### src/rtl/chunked_add_sub.sv
// rtl/chunked_add_sub.sv - multi-cycle CHUNK-bit-per-cycle adder/subtractor with valid/ready handshake
module chunked_add_sub #(
    parameter int WIDTH = 16,
    parameter int CHUNK = 4
) (
    input  logic             clk,
    input  logic             rst_n,
    input  logic             in_valid,
    output logic             in_ready,
    input  logic [WIDTH-1:0] a,
    input  logic [WIDTH-1:0] b,
    input  logic             cin,
    input  logic             sub,
    output logic             out_valid,
    input  logic             out_ready,
    output logic [WIDTH-1:0] sum,
    output logic             cout,
    output logic             ovf,
    output logic             zero
);

    localparam int N     = WIDTH / CHUNK;
    localparam int IDX_W = (N > 1) ? $clog2(N) : 1;

    if (WIDTH < 1 || CHUNK < 1 || (WIDTH % CHUNK) != 0) begin : g_bad_params
        $error("chunked_add_sub: WIDTH must be >= 1 and a multiple of CHUNK");
    end

    typedef enum logic [1:0] {IDLE, BUSY, DONE} state_t;

    state_t             state_q, state_d;
    logic [WIDTH-1:0]   a_q, a_d;
    logic [WIDTH-1:0]   b_q, b_d;
    logic [WIDTH-1:0]   sum_q, sum_d;
    logic               carry_q, carry_d;
    logic [IDX_W-1:0]   idx_q, idx_d;
    logic               cout_q, cout_d;
    logic               ovf_q, ovf_d;
    logic               zero_q, zero_d;

    logic [CHUNK-1:0]   slice_a;
    logic [CHUNK-1:0]   slice_b;
    logic [CHUNK:0]     slice_res;

    always_comb begin
        state_d = state_q;
        a_d     = a_q;
        b_d     = b_q;
        sum_d   = sum_q;
        carry_d = carry_q;
        idx_d   = idx_q;
        cout_d  = cout_q;
        ovf_d   = ovf_q;
        zero_d  = zero_q;

        slice_a   = a_q[int'(idx_q) * CHUNK +: CHUNK];
        slice_b   = b_q[int'(idx_q) * CHUNK +: CHUNK];
        slice_res = {1'b0, slice_a} + {1'b0, slice_b} + {{CHUNK{1'b0}}, carry_q};

        case (state_q)
            IDLE: begin
                if (in_valid) begin
                    a_d     = a;
                    b_d     = sub ? ~b : b;
                    carry_d = cin ^ sub;
                    idx_d   = '0;
                    state_d = BUSY;
                end
            end
            BUSY: begin
                sum_d[int'(idx_q) * CHUNK +: CHUNK] = slice_res[CHUNK-1:0];
                carry_d = slice_res[CHUNK];
                if (idx_q == IDX_W'(N - 1)) begin
                    // a^b^s at the MSB recovers the carry into it; XOR with carry-out gives overflow
                    cout_d  = slice_res[CHUNK];
                    ovf_d   = slice_a[CHUNK-1] ^ slice_b[CHUNK-1]
                            ^ slice_res[CHUNK-1] ^ slice_res[CHUNK];
                    zero_d  = (sum_d == '0);
                    idx_d   = '0;
                    state_d = DONE;
                end else begin
                    idx_d = idx_q + 1'b1;
                end
            end
            DONE: begin
                if (out_ready) begin
                    state_d = IDLE;
                end
            end
            default: state_d = IDLE;
        endcase
    end

    always_ff @(posedge clk or negedge rst_n) begin
        if (!rst_n) begin
            state_q <= IDLE;
            a_q     <= '0;
            b_q     <= '0;
            sum_q   <= '0;
            carry_q <= 1'b0;
            idx_q   <= '0;
            cout_q  <= 1'b0;
            ovf_q   <= 1'b0;
            zero_q  <= 1'b0;
        end else begin
            state_q <= state_d;
            a_q     <= a_d;
            b_q     <= b_d;
            sum_q   <= sum_d;
            carry_q <= carry_d;
            idx_q   <= idx_d;
            cout_q  <= cout_d;
            ovf_q   <= ovf_d;
            zero_q  <= zero_d;
        end
    end

    assign in_ready  = (state_q == IDLE);
    assign out_valid = (state_q == DONE);
    assign sum       = sum_q;
    assign cout      = cout_q;
    assign ovf       = ovf_q;
    assign zero      = zero_q;

endmodule

### config.mk
export PLATFORM = sky130hd
export DESIGN_NAME = chunked_add_sub
export DESIGN_NICKNAME = d
export VERILOG_FILES = /design/src/rtl/chunked_add_sub.sv
export SDC_FILE = /design/constraint.sdc
export NUM_CORES = 1
export LEC_CHECK = 0
export CAP_MARGIN = 20
export CORE_MARGIN = 4
export CORE_UTILIZATION = 55
export DETAILED_ROUTE_END_ITERATION = 6
export PLACE_DENSITY = 0.81
export SLEW_MARGIN = 30
export SYNTH_ARGS = -nofsm -noshare
export SYNTH_HDL_FRONTEND = slang
export SYNTH_SLANG_ARGS = --single-unit
### constraint.sdc
create_clock -name clk -period 4.8 [get_ports clk]
set_input_delay 0.96 -clock clk [delete_from_list [all_inputs] [get_ports clk]]
set_output_delay 0.96 -clock clk [all_outputs]
set_load 0.02 [all_outputs]
==> run metrics <==
Slew HR=38.0%; syn_area_per_cell=10.2 µm²; outcome=finished clean; Crit path top cell by count=fa_1; CP Launch Type=register; Tot GR Track Use=20.6%; Final Non-Filler Cells=412; Setup-failing EPs final=0; design area=0.00368 mm²; first-pass GRT wire length=10.5 mm; Sink Count=56; number of synthesized flops with an enable pin=0; Die Ht=81.2 µm; TNS Setup=0 ns; Critical Path Max Stage Delay=0.92 ns; PortBufs=58; Netlist cell types=49; Clock Skew=0.0112 ns; Setup Fix Bufs, Post-CTS=0; worst path required time=4.99 ns; post-route ant nets=0; Core ar.=0.00514 mm²; CP Cell Sequence=mux4_2 -> fa_1 -> inv_1 -> fa_1 -> or3b_2 -> o32ai_1 -> or4b_1 -> a211oi_2; final hold vios=0; Post-CTS Resized=0; fin crit share=73.6%; CTS tree=done; DRT Pass-1 Iters=4; grt peak-use layer=met2; Row Count=26; syn nets=337; hold crit path type=register to register; area grow syn2layout=24.8%; Max rail drop VDD=445 µV; most common cell after layout, fill and taps aside=nand2_1; Net count, final=390; ys async rst share=100%; Critical-path top delay cell=dfrtp_1; crit path time final=3.53 ns; vias per cell=5.55; nature of the critical path endpoint=register; via count=2285; Syn. warnings=0; utilization after layout=71.6%; Num CTS Buffers=5; met3 Usage GRT=3.77%; starting density of the core=57.4%; met1 GRT Util=25.9%; kind of critical path=register to register; Max-Cap Viols=0; Critical Path Fanout Max=20; Mapped Area=0.00295 mm²; met2 Track Usage GR=35.8%; worst endpoint data arrival time=3.72 ns; number of diodes=0; DRC viols=0; RSZ-0062 raised after global routing=no; Worst-Skew Late Latency=0.31 ns; Iter 0 DRT Violations=131; wire per inst=14.7 µm; Routed WL=6.06 mm; hpwl dp=4.49 mm; f_max=283 MHz; CTS clk-pin slew, worst paths=0.09 ns; top_reg_cell synth=dfrtp_1; I/O pin count=59; dpl cell area=0.00357 mm²; share of layout cells above drive strength 1=8.48%; Inst Count DP=404; largest net degree at the start of global routing=57; Synth Instances=288; Worst-Margin Slew=0.927 ns; total gr overflow=0; #FFs+latches synth=56; fin. max-slew vios=0; Total Die Area=0.00660 mm²; PwrDens=761 mW/mm²; P_leak=1.58 nW; H-tree Lvls=2; Hold Buf Count CTS=0; vias in the first global route=2308; commonest cells after routing, fill and taps aside=65 x nand2_1, 57 x clkdlybuf4s50_1, 56 x dfrtp_1; root buf cell=clkbuf_8; initial antenna violation count=0; Tot Pwr=0.00280 W; Die W=81.2 µm; post-synthesis sequential area ratio=47.5%; Placer Congestion=0.894; clock tree buffer depth=2
-- kinds of logic after synthesis --
group	count (synthesis)	synth area share (%)
AND/OR/NAND/NOR	112	17.9
flip-flops	56	47.5
AO/OA/AOI/OAI	55	13.2
buffers and inverters	24	3.44
XOR/XNOR	20	5.94
adder cells (fa/ha/maj)	11	5.18
multiplexers	10	6.83
-- where the power goes --
part | switching [W] | leakage (nW) | internal [W] | total [W]
logic | 0.000924 | 0.837 | 0.000720 | 0.00164
clock network | 0.000151 | 0.0541 | 0.000155 | 0.000306
registers | 0.000176 | 0.692 | 0.000676 | 0.000852
-- path summary, 6_finish.rpt --
path	start	endpoint	slack, ns	cells past startpoint
max	idx_q[0]$_DFFE_PN0P_	zero$_DFFE_PN0P_	1.27	8
min	a_q[11]$_DFFE_PN0P_	a_q[11]$_DFFE_PN0P_	0.48	2
max reg2reg	idx_q[0]$_DFFE_PN0P_	zero$_DFFE_PN0P_	1.27	8
min reg2reg	a_q[11]$_DFFE_PN0P_	a_q[11]$_DFFE_PN0P_	0.48	2
max in group asynchronous	rst_n	a_q[0]$_DFFE_PN0P_	3.57	2
min in group asynchronous	rst_n	state_q[1]$_DFFE_PN0P_	0.76	2
-- synth_stat cells (3+ instances only) --
cell / n / area, µm²
mux4_2: 8 / 180
a21oi_1: 19 / 95.1
nor2_1: 21 / 78.8
o21ai_0: 6 / 30.0
a22o_1: 8 / 70.1
nor4_1: 4 / 25.0
buf_2: 3 / 15.0
o31ai_1: 4 / 30.0
xnor2_1: 18 / 158
o21ai_1: 3 / 15.0
ha_1: 9 / 113
clkbuf_1: 9 / 33.8
dfrtp_1: 56 / 1400
inv_1: 10 / 37.5
nor2b_1: 4 / 25.0
nand2_1: 65 / 244
-- sequential cells by signal (all words and copies together) (netlist names) --
name and count:
ovf 1, b_q 16, sum 16, state_q 2
idx_q 2, a_q 16, zero 1, cout 1
carry_q 1
-- layout make-up --
cell class                      count  area [µm²]
Clock buffer                        5        68.8
Clock inverter                      3        42.5
Fill cell                         418        1460
Inverter                           10        37.5
Multi-Input combinational cell    208        1450
Sequential cell                    56        1400
Tap cell                           70        87.6
Timing Repair Buffer               60         591
-- critical path, delay by kind of cell (launching register included) --
family	cells	cell delay [ns]
fa+ha+maj	2	0.94
simple gates	2	0.65
compound gates	2	0.19
buf+inv	1	0.10
flops	1	0.92
mux	1	0.61
-- layer usage --
layer / routed length, µm / up-vias / share of wire, %
li1: - / 1101 / -
met1: 2730 / 1125 / 45
met2: 3010 / 51 / 50
met3: 230 / 8 / 3.8
met4: 83 / 0 / 1.4
met5: 0 / - / 0
-- per-stage QoR --
step | worst slack [ns] | hold WS [ns]
floorplan | 1.63 | 0.440
global placement | 1.35 | 0.458
detailed placement | 1.25 | 0.461
CTS | 1.22 | 0.485
global route | 1.05 | 0.513
finish | 1.27 | 0.481
Power figures use the tool's default switching activity.
